<file path="config.mk">
export PLATFORM = sky130hd
export DESIGN_NAME = ads_emu
export DESIGN_NICKNAME = d
export VERILOG_FILES = /design/src/rtl/ads_emu_pkg.sv /design/src/rtl/ads_emu_sync.sv /design/src/rtl/ads_emu.sv
export SDC_FILE = /design/constraint.sdc
export NUM_CORES = 1
export LEC_CHECK = 0
export BUFFER_PORTS_ARGS = -buffer_cell sky130_fd_sc_hd__buf_4
export CAP_MARGIN = 40
export CORE_ASPECT_RATIO = 0.7
export CORE_MARGIN = 1
export CORE_UTILIZATION = 25
export DETAILED_ROUTE_END_ITERATION = 12
export PLACE_DENSITY = 0.46
export SLEW_MARGIN = 15
export SYNTH_ARGS = -nofsm -noshare
export SYNTH_HDL_FRONTEND = slang
export SYNTH_SLANG_ARGS = --single-unit
</file>
<file path="constraint.sdc">
create_clock -name sys_clk -period 6.7 [get_ports sys_clk]
set_input_delay 2.01 -clock sys_clk [delete_from_list [all_inputs] [get_ports sys_clk]]
set_output_delay 2.01 -clock sys_clk [all_outputs]
set_load 0.02 [all_outputs]
</file>
<file path="src/rtl/ads_emu_pkg.sv">
`default_nettype none
// ============================================================================
//  Module      : ads_emu_pkg
//  Description : Shared constants and types for the ADS converter emulator.
//  Revision    : 1.0  initial release
// ============================================================================
package ads_emu_pkg;

    // Default sample / configuration word width
    localparam int DEF_DATA_W = 16;

    // Opcode nibble that marks a configuration write on SDI
    localparam logic [3:0] CFG_WR_OP = 4'hE;

    // Conversion state machine
    typedef enum logic [1:0] {
        IDLE  = 2'd0,
        CONV  = 2'd1,
        READY = 2'd2
    } state_e;

    // True when the received opcode nibble is a configuration write
    function automatic logic cfg_op_ok(input logic [3:0] op);
        return (op == CFG_WR_OP);
    endfunction

endpackage
`default_nettype wire

</file>
<file path="src/rtl/ads_emu_sync.sv">
`default_nettype none
// ============================================================================
//  Module      : ads_emu_sync
//  Description : Multi-stage synchronizer for one asynchronous ADS pin, with
//                registered single-cycle rise / fall pulses.
//  Revision    : 1.0  initial release
// ============================================================================
module ads_emu_sync #(
    parameter int   SYNC_STAGES = 2,
    parameter logic RST_VAL     = 1'b0   // idle level of the pin
) (
    input  logic sys_clk,
    input  logic sys_rst_n,
    input  logic d_i,
    output logic q_o,
    output logic rise_o,
    output logic fall_o
);

    logic [SYNC_STAGES-1:0] sync_q;
    logic                   prev_q;
    logic                   rise_q;
    logic                   fall_q;

    // Synchronizer chain followed by a one-flop edge detector; pulses are
    // registered so every edge reaches the core SYNC_STAGES+1 cycles late.
    always_ff @(posedge sys_clk or negedge sys_rst_n) begin
        if (!sys_rst_n) begin
            sync_q <= {SYNC_STAGES{RST_VAL}};
            prev_q <= RST_VAL;
            rise_q <= 1'b0;
            fall_q <= 1'b0;
        end else begin
            sync_q[0] <= d_i;
            for (int i = 1; i < SYNC_STAGES; i++) begin
                sync_q[i] <= sync_q[i-1];
            end
            prev_q <= sync_q[SYNC_STAGES-1];
            rise_q <= sync_q[SYNC_STAGES-1] & ~prev_q;
            fall_q <= ~sync_q[SYNC_STAGES-1] & prev_q;
        end
    end

    assign q_o    = sync_q[SYNC_STAGES-1];
    assign rise_o = rise_q;
    assign fall_o = fall_q;

endmodule
`default_nettype wire

</file>
<file path="src/rtl/ads_emu.sv">
`default_nettype none
// ============================================================================
//  Module      : ads_emu
//  Description : Converter-side responder of the dual-channel ADS serial ADC
//                link: CONVST -> timed BUSY, sample shift-out on SDOA/SDOB,
//                configuration capture from SDI.
//  Build macro : ADS_EMU_RAMP_EN - samples from an internal ramp (A=ramp,
//                B=~ramp) instead of the smp_a / smp_b ports.
//  Revision    : 1.0  initial release
// ============================================================================
module ads_emu
    import ads_emu_pkg::*;
#(
    parameter int DATA_W      = DEF_DATA_W,
    parameter int CONV_CYCLES = 150,
    parameter int SYNC_STAGES = 2
) (
    input  logic              sys_clk,
    input  logic              sys_rst_n,
    input  logic              ADS_CLK,
    input  logic              ADS_CS_N,
    input  logic              ADS_CONVST,
    input  logic              ADS_SDI,
    input  logic [1:0]        ADS_M,
`ifndef ADS_EMU_RAMP_EN
    input  logic [DATA_W-1:0] smp_a,
    input  logic [DATA_W-1:0] smp_b,
`endif
    output logic              ADS_BUSY,
    output logic              ADS_SDOA,
    output logic              ADS_SDOB,
    output logic [DATA_W-1:0] cfg_word,
    output logic              cfg_valid,
    output logic              ovr_err
);

    localparam int CNT_W = $clog2(CONV_CYCLES + 1);
    localparam int BIT_W = $clog2(2*DATA_W + 1);
    localparam int RX_W  = $clog2(DATA_W + 2);

    // ------------------------------------------------------------------
    // Pin synchronizers
    // ------------------------------------------------------------------
    logic w_clk_lvl,  w_clk_rise,  w_clk_fall;
    logic w_cs_lvl,   w_cs_rise,   w_cs_fall;
    logic w_conv_lvl, w_conv_rise, w_conv_fall;
    logic w_sdi_lvl,  w_sdi_rise,  w_sdi_fall;
    logic w_m0_lvl,   w_m0_rise,   w_m0_fall;
    logic w_unused;

    ads_emu_sync #(.SYNC_STAGES(SYNC_STAGES), .RST_VAL(1'b0)) u_sync_clk (
        .sys_clk(sys_clk), .sys_rst_n(sys_rst_n), .d_i(ADS_CLK),
        .q_o(w_clk_lvl), .rise_o(w_clk_rise), .fall_o(w_clk_fall));

    ads_emu_sync #(.SYNC_STAGES(SYNC_STAGES), .RST_VAL(1'b1)) u_sync_cs (
        .sys_clk(sys_clk), .sys_rst_n(sys_rst_n), .d_i(ADS_CS_N),
        .q_o(w_cs_lvl), .rise_o(w_cs_rise), .fall_o(w_cs_fall));

    ads_emu_sync #(.SYNC_STAGES(SYNC_STAGES), .RST_VAL(1'b0)) u_sync_conv (
        .sys_clk(sys_clk), .sys_rst_n(sys_rst_n), .d_i(ADS_CONVST),
        .q_o(w_conv_lvl), .rise_o(w_conv_rise), .fall_o(w_conv_fall));

    ads_emu_sync #(.SYNC_STAGES(SYNC_STAGES), .RST_VAL(1'b0)) u_sync_sdi (
        .sys_clk(sys_clk), .sys_rst_n(sys_rst_n), .d_i(ADS_SDI),
        .q_o(w_sdi_lvl), .rise_o(w_sdi_rise), .fall_o(w_sdi_fall));

    ads_emu_sync #(.SYNC_STAGES(SYNC_STAGES), .RST_VAL(1'b0)) u_sync_m0 (
        .sys_clk(sys_clk), .sys_rst_n(sys_rst_n), .d_i(ADS_M[0]),
        .q_o(w_m0_lvl), .rise_o(w_m0_rise), .fall_o(w_m0_fall));

    // Only levels or edges that the protocol needs are consumed; ADS_M[1]
    // has no function on this converter.
    assign w_unused = ^{w_clk_lvl, w_cs_lvl, w_conv_lvl, w_conv_fall,
                        w_sdi_rise, w_sdi_fall, w_m0_rise, w_m0_fall, ADS_M[1]};

    // ------------------------------------------------------------------
    // Conversion FSM
    // ------------------------------------------------------------------
    state_e             state_q, state_d;
    logic [CNT_W-1:0]   conv_cnt_q, conv_cnt_d;
    logic               ovr_q, ovr_d;
    logic               w_latch;

    // State, conversion counter and overrun flag registers
    always_ff @(posedge sys_clk or negedge sys_rst_n) begin
        if (!sys_rst_n) begin
            state_q    <= IDLE;
            conv_cnt_q <= '0;
            ovr_q      <= 1'b0;
        end else begin
            state_q    <= state_d;
            conv_cnt_q <= conv_cnt_d;
            ovr_q      <= ovr_d;
        end
    end

    // Next-state logic: CONVST starts a conversion unless one is running
    always_comb begin
        state_d    = state_q;
        conv_cnt_d = conv_cnt_q;
        ovr_d      = ovr_q;
        w_latch    = 1'b0;
        case (state_q)
            IDLE, READY: begin
                if (w_conv_rise) begin
                    state_d    = CONV;
                    conv_cnt_d = CNT_W'(CONV_CYCLES - 1);
                end
            end
            CONV: begin
                if (w_conv_rise) begin
                    ovr_d = 1'b1;
                end
                if (conv_cnt_q == '0) begin
                    w_latch = 1'b1;
                    state_d = READY;
                end else begin
                    conv_cnt_d = conv_cnt_q - 1'b1;
                end
            end
            default: state_d = IDLE;
        endcase
    end

    // ------------------------------------------------------------------
    // Sample source and latched words
    // ------------------------------------------------------------------
    logic [DATA_W-1:0] w_src_a, w_src_b;
    logic [DATA_W-1:0] word_a_q, word_b_q;

`ifdef ADS_EMU_RAMP_EN
    logic [DATA_W-1:0] ramp_q;

    // Ramp advances once per conversion end, after its value is latched
    always_ff @(posedge sys_clk or negedge sys_rst_n) begin
        if (!sys_rst_n) begin
            ramp_q <= '0;
        end else if (w_latch) begin
            ramp_q <= ramp_q + 1'b1;
        end
    end

    assign w_src_a = ramp_q;
    assign w_src_b = ~ramp_q;
`else
    assign w_src_a = smp_a;
    assign w_src_b = smp_b;
`endif

    // Capture the words at conversion end; they persist for repeated reads
    always_ff @(posedge sys_clk or negedge sys_rst_n) begin
        if (!sys_rst_n) begin
            word_a_q <= '0;
            word_b_q <= '0;
        end else if (w_latch) begin
            word_a_q <= w_src_a;
            word_b_q <= w_src_b;
        end
    end

    // ------------------------------------------------------------------
    // Serial frame: sample shift-out and configuration capture
    // ------------------------------------------------------------------
    logic                active_q,    active_d;
    logic [BIT_W-1:0]    bit_cnt_q,   bit_cnt_d;
    logic [RX_W-1:0]     rx_cnt_q,    rx_cnt_d;
    logic [DATA_W-1:0]   sdi_sr_q,    sdi_sr_d;
    logic [DATA_W-1:0]   cfg_word_q,  cfg_word_d;
    logic                cfg_valid_q, cfg_valid_d;
    logic                sdoa_q,      sdoa_d;
    logic                sdob_q,      sdob_d;
    logic [DATA_W-1:0]   w_sh_a, w_sh_b;
    logic [2*DATA_W-1:0] w_sh_ab;

    // Frame registers
    always_ff @(posedge sys_clk or negedge sys_rst_n) begin
        if (!sys_rst_n) begin
            active_q    <= 1'b0;
            bit_cnt_q   <= '0;
            rx_cnt_q    <= '0;
            sdi_sr_q    <= '0;
            cfg_word_q  <= '0;
            cfg_valid_q <= 1'b0;
            sdoa_q      <= 1'b0;
            sdob_q      <= 1'b0;
        end else begin
            active_q    <= active_d;
            bit_cnt_q   <= bit_cnt_d;
            rx_cnt_q    <= rx_cnt_d;
            sdi_sr_q    <= sdi_sr_d;
            cfg_word_q  <= cfg_word_d;
            cfg_valid_q <= cfg_valid_d;
            sdoa_q      <= sdoa_d;
            sdob_q      <= sdob_d;
        end
    end

    // Frame control; the output bit is picked by shifting the latched word
    // left by the bit count, so counts past the frame length yield 0.
    always_comb begin
        active_d    = active_q;
        bit_cnt_d   = bit_cnt_q;
        rx_cnt_d    = rx_cnt_q;
        sdi_sr_d    = sdi_sr_q;
        cfg_word_d  = cfg_word_q;
        cfg_valid_d = 1'b0;

        if (w_cs_fall) begin
            active_d  = 1'b1;
            bit_cnt_d = '0;
            rx_cnt_d  = '0;
        end else if (w_cs_rise) begin
            active_d  = 1'b0;
            bit_cnt_d = '0;
            if (active_q && (rx_cnt_q == RX_W'(DATA_W)) &&
                cfg_op_ok(sdi_sr_q[DATA_W-1 -: 4])) begin
                cfg_word_d                = '0;
                cfg_word_d[DATA_W-5:0]    = sdi_sr_q[DATA_W-5:0];
                cfg_valid_d               = 1'b1;
            end
        end else if (active_q) begin
            if (w_clk_fall && (bit_cnt_q != BIT_W'(2*DATA_W))) begin
                bit_cnt_d = bit_cnt_q + 1'b1;
            end
            if (w_clk_rise) begin
                sdi_sr_d = {sdi_sr_q[DATA_W-2:0], w_sdi_lvl};
                if (rx_cnt_q != RX_W'(DATA_W + 1)) begin
                    rx_cnt_d = rx_cnt_q + 1'b1;
                end
            end
        end

        w_sh_a  = word_a_q << bit_cnt_d;
        w_sh_b  = word_b_q << bit_cnt_d;
        w_sh_ab = {word_a_q, word_b_q} << bit_cnt_d;

        if (!active_d) begin
            sdoa_d = 1'b0;
            sdob_d = 1'b0;
        end else if (w_m0_lvl) begin
            sdoa_d = w_sh_ab[2*DATA_W-1];
            sdob_d = 1'b0;
        end else begin
            sdoa_d = w_sh_a[DATA_W-1];
            sdob_d = w_sh_b[DATA_W-1];
        end
    end

    assign ADS_BUSY  = (state_q == CONV);
    assign ADS_SDOA  = sdoa_q;
    assign ADS_SDOB  = sdob_q;
    assign cfg_word  = cfg_word_q;
    assign cfg_valid = cfg_valid_q;
    assign ovr_err   = ovr_q;

endmodule
`default_nettype wire

</file>
**Word level (Yosys, flattened, before mapping)**

Index checks and enable logic that the tools add are counted.

- $add $sub $neg: 3
- Equality and inequality tests: 10
- Shift operators: 3
- Multiplexer cells: 26
- Bitwise logic cells: 12
- Reductions and logical operators: 16

Operator list:

| kind | number |
|---|---|
| $shl 16x6->16 | 2 |
| $shl 32x6->32 | 1 |
| $mux 5 | 5 |
| $mux 6 | 4 |
| $mux 8 | 2 |
| $pmux 8 s2 | 1 |
| $mux 1 | 11 |
| $logic_not 8->1 | 1 |
| $reduce_and 4->1 | 2 |
| $reduce_bool 2->1 | 4 |
| $sub 8x1->8 const B | 1 |
| $not 1->1 | 7 |
| $add 6x1->6 const B | 1 |
| $ne 6x6->1 const B | 1 |
| $reduce_and 3->1 | 2 |
| $add 5x1->5 const B | 1 |
| $and 1x1->1 | 5 |
| $eq 5x5->1 const B | 1 |
| $ne 5x5->1 const B | 1 |
| $eq 4x4->1 const B | 1 |
| $mux 2 | 2 |
| $ne 2x1->1 const B | 2 |
| $ne 2x2->1 const B | 2 |
| $pmux 2 s2 | 1 |
| 6 further kinds | 9 |

- Register bits after elaboration: 104
- Bits of input ports: 40
- Output and inout bits: 21
- Word-level logic and storage cells: 96

**Longest topological paths before layout**

- Depth in word-level cells: 9
- Gate-level depth with buffers: 12
- Gate-level depth less buffers: 11

**Hierarchy**

A second synthesis with hierarchy kept.

- Cells, all modules: 319
- Area, all modules: 4573.1 sq um

Modules (own cells, without submodules):

| module | times used | cells each | area an instance (sq um) | seq. area each (sq um) |
|---|---|---|---|---|
| ads_emu | 1 | 284 | 3868.7 | 2152.1 |
| ads_emu_sync (u_sync_clk ...) | 4 | 7 | 140.1 | 125.1 |
| ads_emu_sync (u_sync_cs) | 1 | 7 | 143.9 | 128.9 |

**Worst setup path after synthesis**

No wires, ideal clock.

- Path type: reg-to-output
- Start point: reg state_q[1]
- End point: out ADS_BUSY
- Arrival time: 686 ps
- Required time: 4690 ps
- Slack: 4004 ps
- Cell stages (with the launch flop): 3
- Path buffers: 0
- Path through: dfrtp_1 > nand2b_1 > inv_1

- Longest elaborated chain between the ends: 1

RTL lines:

| what | RTL line | source |
|---|---|---|
| start: declaration | ads_emu.sv:79 | `state_e state_q, state_d;` |
| start signal: assignment | ads_emu.sv:91 | `state_q <= state_d;` |
| $eq 2x1->1 | ads_emu.sv:249 | `assign ADS_BUSY = (state_q == CONV);` |
| end: declaration | ads_emu.sv:29 | `output logic ADS_BUSY,` |

No other way between the ends.

**Worst setup path in the final report**

Same ends and word-level chain as after synthesis.

==> metrics.md <==
| Metric | Value |
|---|---|
| Outcome | `finished clean` |
| Post-layout power | `1.77 mW` |
| RSZ-0062 raised after global routing | `false` |
| DIE AREA | `18,800 um2` |
| Yosys warning count | `0` |
| Initial Util | `26.0%` |
| Max-slew violations | `0` |
| EDFF count, synth | `0` |
| Cells after Synth | `343` |
| Final HPWL from detailed placement | `6190 um` |
| Tmin final | `3.15 ns` |
| Initial antenna violation count | `0` |
| Synth Cell Area | `4560 um2` |
| Die span in y | `115 um` |
| Number of detailed-route iterations in the first pass | `4` |
| Hold-fix buffers, CTS | `0` |
| Synth unique cells | `59` |
| H-tree Lvls | `3` |
| Final Net Count | `449` |
| Leakage | `2.43 nW` |
| Synth Register Bits | `104` |
| Fill cells | `1,788` |
| Ys async rst share | `100%` |
| Endpoint class of the critical path | `primary output` |
| Max-Cap Viols | `0` |
| Vias/cell | `4.36` |
| Critical path type | `reg -> out` |
| Setup TNS | `0 ns` |
| Post-placement cell count | `623` |
| Layout Skew | `0.00888 ns` |
| Commonest non-fill, non-tap cell in the layout | `dfrtp_1` |
| Clock buffer depth | `2` |
| CTS Buf Count | `9` |
| Clk Tree Root Cell | `clkbuf_16` |
| CTS tree | `built` |
| Pin count of the biggest net entering global routing | `60` |
| Slew HR | `50.0%` |
| Fraction of layout cells with a size suffix above 1 | `38.0%` |
| First-pass GRT wire length | `15,100 um` |
| Area growth from synthesis to layout | `20.7%` |
| Worst slew pin tran | `0.750 ns` |
| Final number of hold-violating endpoints | `0` |
| Sequential element share of the synthesized area | `57.1%` |
| Die width | `163 um` |
| Most frequent cells in the layout | `dfrtp_1 (101), mux2_2 (62), buf_4 (59)` |
| Worst EP required | `4.69 ns` |
| Fmax | `0.317 GHz` |
| Worst EP arrival | `1.14 ns` |
| 1st-iter DRT viols | `180` |
| Diodes inserted | `0` |
| DRT antenna net count | `0` |
| GRT Overall Usage | `10.4%` |
| Avg Cell Area, Syn | `13.3 um2` |
| Routed WL per cell | `13.9 um` |
| Non-Filler Instances | `639` |
| Hold Crit Class | `reg -> reg` |
| IO Port Bufs | `55` |
| Startpoint types | `flop` |
| Vias in the first global route | `2,887` |
| PD cells | `321 nW/um2` |
| Aggregate routed wire length | `8910 um` |
| Routed via count | `2,786` |
| Max FO, Critical Path | `3` |
| # clock sinks | `104` |
| IO Pins | `61` |
| Num rows | `40` |
| CORE AREA | `17,500 um2` |
| CTS clk-pin slew, worst paths | `0.07 ns` |
| Final Cycle Share | `47.1%` |
| CTS resizes | `0` |
| RD Place Congestion | `0.766` |
| Grt total ovfl | `0` |
| DRC errors left | `0` |
| Setup violators final | `0` |
| VDD IR max | `0.000118 V` |
| Setup Fix Bufs, Post-CTS | `0` |
| Latest clock arrival within the worst-skew pair | `0.35 ns` |
| Most used DFF post-synth | `dfrtp_1` |
-- area by class of cell --
type / instances / area [um2] / area share (%)
flip-flops and latches: 104 / 2610 / 47.3
clock buffers: 12 / 236 / 4.30
repair buffers: 59 / 443 / 8.05
multi-input cells: 214 / 1810 / 32.9
well taps: 231 / 289 / 5.25
clock inverters: 4 / 55.1 / 1.00
inverters: 15 / 66.3 / 1.20
-- per-stage QoR --
stage,setup WS [ns],cell area [um2],utilization (%),hold WS [ns]
floorplan,4.00,4570,-,0.331
global placement,3.41,5210,29.8,0.332
detailed placement,3.39,5210,29.8,0.335
CTS,3.53,5510,31.4,0.352
global route,3.45,5510,31.4,0.359
finish,3.55,5510,31.4,0.351
-- cells by family (layout without fill, tap and decap cells) --
logic type / count (synthesis) / in the layout / synth area share [%]
other cells: 1 / 4 / 0.0822
xor+xnor: 11 / 11 / 2.11
simple gates: 80 / 80 / 9.49
fa+ha+maj: 6 / 6 / 1.65
compound gates: 37 / 37 / 7.71
flops: 104 / 104 / 57.1
mux: 76 / 76 / 18.4
buf+inv: 28 / 90 / 3.46
-- flip-flops by register name, indices dropped and copies added, names as in the netlist, 2 cells and up --
register / cells
rx_cnt_q: 5
u_sync_m0.sync_q: 2
conv_cnt_q: 8
state_q: 2
word_b_q: 16
word_a_q: 16
u_sync_conv.sync_q: 2
sdi_sr_q: 16
u_sync_cs.sync_q: 2
bit_cnt_q: 6
cfg_word: 12
u_sync_sdi.sync_q: 2
u_sync_clk.sync_q: 2
-- layer usage --
layer	GRT usage [%]	share of wire, %	vias up
met3	2.78	2.6	17
met5	0	0	-
met1	15.0	53	1401
li1	-	-	1326
met4	5.00	2.2	0
met2	14.4	43	42
-- power by group --
group,leakage [nW],internal (mW),total (mW),switching [mW]
sequential,1.30,0.782,0.883,0.101
combinational,0.988,0.200,0.358,0.158
clock,0.137,0.292,0.525,0.233
total,2.43,1.27,1.77,0.492
-- worst paths after layout --
kind	from	end	slack (ns)	depth (start not counted)
setup / recovery	state_q[1]	ADS_BUSY	3.55	3
hold / removal	u_sync_clk.sync_q[0]	u_sync_clk.sync_q[1]	0.35	0
setup reg to reg	bit_cnt_q[0]	ADS_SDOA	3.92	10
hold reg to reg	u_sync_clk.sync_q[0]	u_sync_clk.sync_q[1]	0.35	0
max in group asynchronous	sys_rst_n	conv_cnt_q[5]	3.89	2
min in group asynchronous	sys_rst_n	u_sync_sdi.sync_q[0]	1.72	1
-- critical path, stage by stage, from the launching register on --
cell	delay [ns]
dfrtp_1	0.37
nand2b_1	0.17
inv_1	0.10
buf_4	0.15
-- cells in the mapped netlist, types with 2 or more instances --
cell	n	area [um2]
o21a_1	2	15.0
o2111ai_1	2	17.5
nor2b_1	8	50.1
nor3_1	9	45.0
mux2_2	62	698
nor4b_1	2	17.5
o21ai_1	2	10.0
a31oi_1	3	18.8
nand2b_1	5	31.3
xor2_1	7	61.3
clkbuf_1	4	15.0
buf_4	5	37.5
a211oi_1	2	15.0
nand4bb_1	2	22.5
o31ai_1	2	15.0
ha_1	6	75.1
nand3_1	6	30.0
buf_1	2	7.51
inv_1	13	48.8
a21oi_1	3	15.0
nor2_1	19	71.3
nand2_1	17	63.8
o21ai_0	2	10.0
a2111oi_2	2	30.0
or2_2	2	12.5
mux2i_1	14	140
nand4_1	2	12.5
dfstp_2	3	78.8
dfrtp_1	101	2530
a2111oi_0	2	17.5
xnor2_1	4	35.0
(Power assumes the default switching activity.)
